--- src/rtl/mel_log_ctrl_if.sv ---
// Frame handshake between a mel filterbank producer and the log2 sequencer.
// The producer drives energies and a start strobe. The sequencer returns the
// log2 frame and its status pulses.
interface mel_log_ctrl_if #(
  parameter int N_CH = 13
);
  logic [N_CH-1:0][15:0] mel_in;
  logic                  mel_ready;
  logic [N_CH-1:0][15:0] log_out;
  logic                  log_ready;
  logic                  busy;
  logic                  overrun;

  modport master (
    output mel_in, mel_ready,
    input  log_out, log_ready, busy, overrun
  );

  modport slave (
    input  mel_in, mel_ready,
    output log_out, log_ready, busy, overrun
  );
endinterface

--- src/rtl/mel_log_ctrl.sv ---
// Mel-energy log2 sequencer. A frame is captured on mel_ready. One shared log2
// datapath then walks the channels one per cycle into a working frame. The
// finished frame is published to log_out in a single cycle, with a log_ready
// pulse. Results are unsigned Q(16-FRAC_W).FRAC_W.
module mel_log_ctrl #(
  parameter int N_CH   = 13,
  parameter int FRAC_W = 8
) (
  input  logic         clk,
  input  logic         reset_n,
  mel_log_ctrl_if.slave bus
);

  localparam int IDX_W = (N_CH > 1) ? $clog2(N_CH) : 1;

  typedef enum logic [1:0] {IDLE, CALC, DONE} state_t;

  state_t                state, state_nx;
  logic [IDX_W-1:0]      idx;
  logic [N_CH-1:0][15:0] in_buf;
  logic [N_CH-1:0][15:0] work_q;
  logic                  cap_en, calc_en, done_en;
  logic                  last_ch;
  logic [15:0]           log_val;

  // Integer part is the leading-one position. The fraction is the bits below
  // the leading one, left-aligned and truncated to FRAC_W. x=0 and x=1 both
  // give zero.
  function automatic logic [15:0] log2_q(input logic [15:0] x);
    logic [3:0]  p;
    logic [15:0] norm;
    logic [15:0] r;
    p = '0;
    for (int i = 1; i < 16; i++)
      if (x[i]) p = 4'(i);
    norm = x << (4'd15 - p);
    r = '0;
    r[15:FRAC_W]  = (16-FRAC_W)'(p);
    r[FRAC_W-1:0] = norm[14 -: FRAC_W];
    return r;
  endfunction

  assign last_ch = (idx == IDX_W'(N_CH-1));
  assign log_val = log2_q(in_buf[idx]);

  // State register
  always_ff @(posedge clk or negedge reset_n) begin
    if (!reset_n) state <= IDLE;
    else          state <= state_nx;
  end

  // Next-state: IDLE waits for a start, CALC walks the channels, DONE publishes
  always_comb begin
    state_nx = state;
    case (state)
      IDLE:    if (bus.mel_ready) state_nx = CALC;
      CALC:    if (last_ch)       state_nx = DONE;
      DONE:                       state_nx = IDLE;
      default:                    state_nx = IDLE;
    endcase
  end

  // Datapath strobes decoded from the current state
  always_comb begin
    cap_en  = (state == IDLE) && bus.mel_ready;
    calc_en = (state == CALC);
    done_en = (state == DONE);
  end

  // Capture buffer, channel walk and frame publish
  always_ff @(posedge clk or negedge reset_n) begin
    if (!reset_n) begin
      idx         <= '0;
      in_buf      <= '0;
      work_q      <= '0;
      bus.log_out <= '0;
    end else begin
      if (cap_en) begin
        in_buf <= bus.mel_in;
        idx    <= '0;
      end
      if (calc_en) begin
        work_q[idx] <= log_val;
        idx         <= last_ch ? '0 : idx + 1'b1;
      end
      // The whole frame moves at once, so a partial frame is never visible.
      if (done_en) bus.log_out <= work_q;
    end
  end

  // Status flags. busy tracks the state being entered, so it is low for
  // exactly the one IDLE cycle between back-to-back frames. A start that
  // arrives while busy is dropped and flagged on the next cycle.
  always_ff @(posedge clk or negedge reset_n) begin
    if (!reset_n) begin
      bus.log_ready <= 1'b0;
      bus.busy      <= 1'b0;
      bus.overrun   <= 1'b0;
    end else begin
      bus.log_ready <= done_en;
      bus.busy      <= (state_nx != IDLE);
      bus.overrun   <= bus.mel_ready && (state != IDLE);
    end
  end

endmodule

--- src/flat_wrapper.sv ---
// flat-port wrapper written by rule: the top's interface ports become plain ports
module mel_log_ctrl_flat 
#(
  parameter int N_CH   = 13,
  parameter int FRAC_W = 8
)
  (clk, reset_n, bus_mel_in, bus_mel_ready, bus_log_out, bus_log_ready, bus_busy, bus_overrun);
  mel_log_ctrl_if #(.N_CH(N_CH)) bus_i ();
  input  logic clk;
  input  logic reset_n;
  input wire logic [$bits(bus_i.mel_in)-1:0] bus_mel_in;
  input wire logic [$bits(bus_i.mel_ready)-1:0] bus_mel_ready;
  output wire logic [$bits(bus_i.log_out)-1:0] bus_log_out;
  output wire logic [$bits(bus_i.log_ready)-1:0] bus_log_ready;
  output wire logic [$bits(bus_i.busy)-1:0] bus_busy;
  output wire logic [$bits(bus_i.overrun)-1:0] bus_overrun;
  assign bus_i.mel_in = bus_mel_in;
  assign bus_i.mel_ready = bus_mel_ready;
  assign bus_log_out = bus_i.log_out;
  assign bus_log_ready = bus_i.log_ready;
  assign bus_busy = bus_i.busy;
  assign bus_overrun = bus_i.overrun;
  mel_log_ctrl #(.N_CH(N_CH), .FRAC_W(FRAC_W)) u_core (.clk(clk), .reset_n(reset_n), .bus(bus_i));
endmodule
--- config.mk ---
export PLATFORM = sky130hd
export DESIGN_NAME = mel_log_ctrl_flat
export DESIGN_NICKNAME = d
export VERILOG_FILES = /design/src/rtl/mel_log_ctrl_if.sv /design/src/rtl/mel_log_ctrl.sv /design/src/flat_wrapper.sv
export SDC_FILE = /design/constraint.sdc
export NUM_CORES = 1
export LEC_CHECK = 0
export ABC_AREA = 1
export CORE_ASPECT_RATIO = 0.6
export CORE_MARGIN = 2
export CORE_UTILIZATION = 40
export CTS_BUF_LIST = sky130_fd_sc_hd__clkbuf_16
export CTS_CLUSTER_SIZE = 28
export DETAILED_ROUTE_END_ITERATION = 7
export PLACE_DENSITY = 0.71
export SLEW_MARGIN = 20
export SYNTH_ARGS = -nofsm -noshare
export SYNTH_HDL_FRONTEND = slang
export SYNTH_SLANG_ARGS = --single-unit
--- constraint.sdc ---
create_clock -name clk -period 3.4 [get_ports clk]
set_clock_uncertainty 0.2 [all_clocks]
set_input_delay 0.68 -clock clk [delete_from_list [all_inputs] [get_ports clk]]
set_output_delay 0.68 -clock clk [all_outputs]
set_load 0.01 [all_outputs]
==> flow_summary.json, run 1 <==
{
  "nNetsFinal": 3059,
  "maxSlewHeadroom_pct": 39.7,
  "wl_per_cell_um": 18.9,
  "final_common_cell": "nand2_1",
  "cts_sinks": 529,
  "met2_usage_pct": 36.2,
  "clk_path_buf_depth": 3,
  "drv_slew": 0,
  "ant_nets": 0,
  "synth_top_area_share_pct": 58.0,
  "async_reset_ff_share_pct": 100,
  "routed_wl_mm": 69.0,
  "use_met3_pct": 4.56,
  "postLayoutCellArea_um2": 30100,
  "clk_latency_ns": 0.58,
  "worst_hold_slack_ns": 0.269,
  "die_w_um": 312,
  "nFillCells": 4862,
  "layout-drive-gt1-share_pct": 18.4,
  "slowest_stage": "dfrtp_4",
  "synth_seq_cells": 529,
  "die_h_um": 189,
  "min_period_ns": 3.35,
  "seq_area_um2": 13200,
  "busiest_layer": "met2",
  "synth-edff-count": 0,
  "p_leak_nw": 14.4,
  "drt-pass1-iter-count": 6,
  "clkTransAtPathRegs_ns": 0.06,
  "cts_tree": "built",
  "max_stage_delay_ns": 0.55,
  "cts_inserted_buffers": 50,
  "status": "complete, no violations",
  "synth.avg_cell_area_um2": 9.45,
  "fin_tns_setup_ns": 0,
  "syn_area_um2": 22800,
  "grt_pass1_wl_mm": 107,
  "dieArea_um2": 59000,
  "grt-ovfl-total": 0,
  "crit_top_cell": "nand2_1",
  "peakVddDrop_uv": 1320,
  "cp.arrival_ns": 3.62,
  "hpwl_mm": 48.0,
  "antenna_found_initial": 2,
  "io_buffers": 369,
  "maxCapViolCount": 0,
  "worst_pin_slew_ns": 0.901,
  "viasPerCell": 5.04,
  "grt_use_met1_pct": 32.5,
  "seq_area_frac_synth_pct": 58.0,
  "rsz0062_at_grt": "yes",
  "initial_core_util_pct": 40.7,
  "area_growth_pct": 32.1,
  "rows": 67,
  "synth_ff_type": "dfrtp_1",
  "placed_area_um2": 27800,
  "synthCells": 2414,
  "p_per_area_nw_per_um2": 1200,
  "start_kind": "flop",
  "cp.required_ns": 3.67,
  "ys_types": 35,
  "fin_crit_sh_pct": 98.7,
  "ys_warn_count": 0,
  "htreeDepth": 2,
  "hold_viol_final": 0,
  "top_level_ports": 422,
  "drtIter0Drc": 1453,
  "grt_max_degree": 120,
  "cp_max_fo": 7,
  "setup_viol": 0,
  "core_area_um2": 56100,
  "multi_input_area_um2": 8670,
  "clockRootBuffer": "clkbuf_16",
  "yosys-top-cells-area": "dfrtp_1, nand2_1, mux2_2, o21ai_0, nor2_1",
  "grt_util_all_layers_pct": 22.8,
  "crit_type": "reg2reg",
  "yosysTopAreaCell": "dfrtp_1",
  "routabilityCongestion": 0.848,
  "first_global_vias": 18800,
  "drc": 0,
  "via_count": 18400,
  "totalPowerFinal_mw": 36.3,
  "final_cell_mix": "nand2_1, dfrtp_1, clkdlybuf4s50_1, mux2_2, o21ai_0",
  "endpoint_kind": "flop",
  "hold_class": "reg2reg",
  "clock.fmax_ghz": 0.298
}
## worst max-delay path: cells and delay by family (launching register included)
family	cells	cell delay, ns
buffers and inverters	7	0.89
AND/OR/NAND/NOR	24	1.59
flip-flops	1	0.55
## logic make-up after synthesis
family / share of synthesized area [%]
other cells: 0.0164
flops: 58.0
compound gates: 5.83
fa+ha+maj: 0.219
buf+inv: 6.66
xor+xnor: 0.0768
mux: 9.37
simple gates: 19.8
## synth_stat cells (5+ instances only)
cell type,number
nand2_2,5
buf_1,14
nand3_1,64
buf_4,62
o21ai_0,171
nand2_1,896
inv_2,8
mux2_2,190
buf_6,17
nor2_2,7
buf_2,32
a21oi_1,24
o21ai_1,12
inv_1,97
dfrtp_1,529
nor2_1,131
clkbuf_1,63
nand4_1,24
o22ai_1,37
## through the flow
step	std cells	util (%)	setup WS (ns)
floorplan	2465	-	0.547
detailed placement	3534	49.6	-0.155
CTS	3624	52.6	0.00587
global placement	3534	49.6	-0.205
finish	3642	53.7	0.0458
global route	3640	53.7	-0.225
## power by group
| group | total, mW | switching [mW] | leakage (nW) | internal [mW] |
|---|---|---|---|---|
| clock network | 5.53 | 2.49 | 0.802 | 3.03 |
| registers | 10.5 | 1.55 | 6.59 | 8.97 |
| logic | 20.2 | 11.8 | 7.05 | 8.42 |
| total | 36.3 | 15.8 | 14.4 | 20.4 |
## worst paths after layout
check	startpoint	to	slack, ns	cells after the start
max in group asynchronous	reset_n	u_core.in_buf[98]	1.55	3
max reg2reg	u_core.idx[0]	u_core.work_q[102]	0.05	31
min in group asynchronous	reset_n	u_core.in_buf[109]	0.50	2
min reg2reg	u_core.bus.log_out[131]	u_core.bus.log_out[131]	0.27	2
min	u_core.bus.log_out[131]	u_core.bus.log_out[131]	0.27	2
max	u_core.idx[0]	u_core.work_q[102]	0.05	31
## state kept, by name, indices dropped and copies added (netlist names)
signal,flops
u_core.bus.log_out,156
u_core.bus.log_ready,1
u_core.bus.busy,1
u_core.in_buf,208
u_core.work_q,156
u_core.bus.overrun,1
u_core.state,2
u_core.idx,4
## final cells by class
class / instances / share of cell area, %
inverter: 109 / 1.47
tap: 759 / 3.15
sequential: 529 / 43.9
clock buffer: 51 / 4.23
multi-input combinational: 1639 / 28.8
clock inverter: 38 / 1.03
timing repair buffer: 515 / 17.4
antenna: 2 / 0.0166
## routing by layer
metal | part of all wire (%) | routed length, um
met1 | 45 | 31200
met2 | 46 | 31600
met3 | 7.0 | 4810
met5 | 0 | 0
met4 | 2.0 | 1350
## repair_timing
item                       4_1_cts  5_1_grt
gates resized for setup         15      142
pin swaps                        0       38
setup buffers                    0        9
setup endpoints to repair      104      105
hold buffers                     1        0
hold endpoints to repair        62        0
gates cloned                     0        7
Note: power is estimated with default switching activity, not from simulation.
==> run 2, diff against run 1 <==
CORE_MARGIN = 3   (was 2)
==> flow_summary.json, run 2 (same netlist as run 1, synthesis figures left out) <==
{
  "worst_hold_slack_ns": 0.269,
  "dieArea_um2": 60100,
  "post-route-util_pct": 53.8,
  "drt-pass1-iter-count": 5,
  "grt_pass1_wl_mm": 103,
  "drc": 0,
  "rsz0062_at_grt": "yes",
  "postLayoutCellArea_um2": 30200,
  "clk_latency_ns": 0.58,
  "rows": 67,
  "drtIter0Drc": 1390,
  "setup_viol": 83,
  "top_level_ports": 422,
  "max_stage_delay_ns": 0.55,
  "critPathTopFamily": "buffers and inverters",
  "nNetsFinal": 3037,
  "slowest_stage": "dfrtp_4",
  "intPower_mw": 21.3,
  "crit_top_cell": "buf_4",
  "clockRootBuffer": "clkbuf_16",
  "layoutNonFillerInstCount": 3625,
  "fin_tns_setup_ns": -3.50,
  "grt_util_all_layers_pct": 21.7,
  "reg_top3": "u_core.in_buf: 208 flops, u_core.bus.log_out: 156 flops, u_core.work_q: 156 flops",
  "top_register": "u_core.in_buf",
  "violations": "negative setup slack",
  "dp.cells": 3507,
  "die_w_um": 314,
  "initial_core_util_pct": 40.7,
  "grt_max_degree": 120,
  "clock.fmax_ghz": 0.286,
  "maxCapViolCount": 0,
  "min_period_ns": 3.49,
  "area_growth_pct": 32.2,
  "layout-drive-gt1-share_pct": 18.0,
  "via_count": 18200,
  "io_buffers": 369,
  "p_leak_nw": 14.5,
  "worst_slack_ns": -0.0946,
  "endpoint_kind": "flop",
  "clkTransAtPathRegs_ns": 0.07,
  "cts_sinks": 529,
  "p_comb_share_pct": 58.0,
  "first_global_vias": 18400,
  "ant_nets": 0,
  "placed_area_um2": 27700,
  "largest_reg_flops": 208,
  "htreeDepth": 2,
  "grt-ovfl-total": 0,
  "core_area_um2": 56100,
  "routabilityCongestion": 0.814,
  "cts_tree": "built",
  "p_switching_mw": 16.6,
  "viasPerCell": 5.03,
  "start_kind": "flop",
  "cts_inserted_buffers": 50,
  "antenna_found_initial": 2,
  "final_cell_mix": "nand2_1, dfrtp_1, clkdlybuf4s50_1, mux2_2, o21ai_0",
  "clk_path_buf_depth": 3,
  "swShare_pct": 43.8,
  "maxSlewHeadroom_pct": 50.1,
  "status": "finished with violations",
  "p_clk_share_pct": 14.5,
  "die_h_um": 191,
  "fin_crit_sh_pct": 103,
  "hold_class": "reg2reg",
  "hold_viol_final": 0,
  "cp.arrival_ns": 3.74,
  "seq_power_share_pct": 27.6,
  "final_common_cell": "nand2_1",
  "peakVddDrop_uv": 1360,
  "cp_max_fo": 13,
  "crit_type": "reg2reg",
  "p_per_area_nw_per_um2": 1260,
  "crit_chain": "buf_12, nor2_4, inv_2, nor2_4, buf_4, buf_4, nand2_1, nand4_1, inv_1, nand2_4, buf_4, nand4_1, buf_4, nand4_1, nand3_2, buf_12, nand2_1, o21ai_0",
  "routed_wl_mm": 67.8,
  "cp_num_buf_inv": 8,
  "hpwl_mm": 46.5,
  "wl_per_cell_um": 18.7,
  "drv_slew": 0,
  "worst_pin_slew_ns": 0.748,
  "cp.required_ns": 3.64
}
[run 2: final timing paths]
path                                           endpoint  slack (ns)  depth (start not counted)         startpoint
worst max register to register       u_core.work_q[162]       -0.09                         18      u_core.idx[0]
worst min register to register   u_core.bus.log_out[56]        0.27                          2  u_core.work_q[56]
max in group asynchronous            u_core.in_buf[161]        1.55                          3            reset_n
worst max-delay path                 u_core.work_q[162]       -0.09                         18      u_core.idx[0]
worst min-delay path             u_core.bus.log_out[56]        0.27                          2  u_core.work_q[56]
min in group asynchronous       u_core.bus.log_out[115]        0.45                          2            reset_n
[run 2: what timing repair did]
action,CTS,global route
setup buffers,1,11
hold buffers,1,0
endpoints found under the hold margin,58,0
pin swaps,2,12
gates cloned,0,10
resized for setup,9,142
endpoints found under the setup margin,65,104
[run 2: stage by stage]
| step | power (mW) | setup slack [ns] |
|---|---|---|
| 3_5_place_dp | 28.2 | -0.0759 |
| 3_3_place_gp | 27.8 | -0.0633 |
| 4_1_cts | 33.9 | 0.00754 |
| 6_report | 38.0 | -0.0946 |
| 2_1_floorplan | 19.7 | 0.547 |
| 5_1_grt | 40.2 | -0.271 |
[run 2: per-layer routing]
| layer | part of all wire, % | routed length (um) | track usage (%) |
|---|---|---|---|
| met4 | 2.1 | 1410 | 5.18 |
| met1 | 46 | 31000 | 30.5 |
| met2 | 46 | 31200 | 34.7 |
| met3 | 6.2 | 4240 | 4.42 |
| met5 | 0 | 0 | 0 |
[run 2: worst reg2reg max path: stages, from the launching register on]
cell and delay [ns]:
dfrtp_4 0.55, buf_12 0.17, nor2_4 0.09, inv_2 0.06, nor2_4 0.19, buf_4 0.14, buf_4 0.18, nand2_1 0.07
nand4_1 0.26, inv_1 0.14, nand2_4 0.21, buf_4 0.24, nand4_1 0.19, buf_4 0.18, nand4_1 0.08, nand3_2 0.11
buf_12 0.17, nand2_1 0.06, o21ai_0 0.08
[run 2: final cells by class]
| class | count | area, um2 |
|---|---|---|
| Fill cell | 4836 | 25900 |
| Sequential cell | 529 | 13200 |
| Multi-Input combinational cell | 1639 | 8780 |
| Timing Repair Buffer | 493 | 5170 |
| Clock buffer | 51 | 1280 |
| Tap cell | 759 | 950 |
| Inverter | 109 | 422 |
| Clock inverter | 43 | 322 |
| Antenna cell | 2 | 5.00 |
[run 2: power groups by stage]
| stage | Sequential [mW] | Combinational, mW | Clock, mW |
|---|---|---|---|
| final | 10.5 | 22.0 | 5.50 |
| after global placement | 10.4 | 17.4 | 0 |
| after detailed placement | 10.5 | 17.7 | 0 |
| after floorplan | 10.3 | 9.46 | 0 |
| after global routing | 10.7 | 23.6 | 5.91 |
| after CTS | 10.4 | 17.9 | 5.62 |
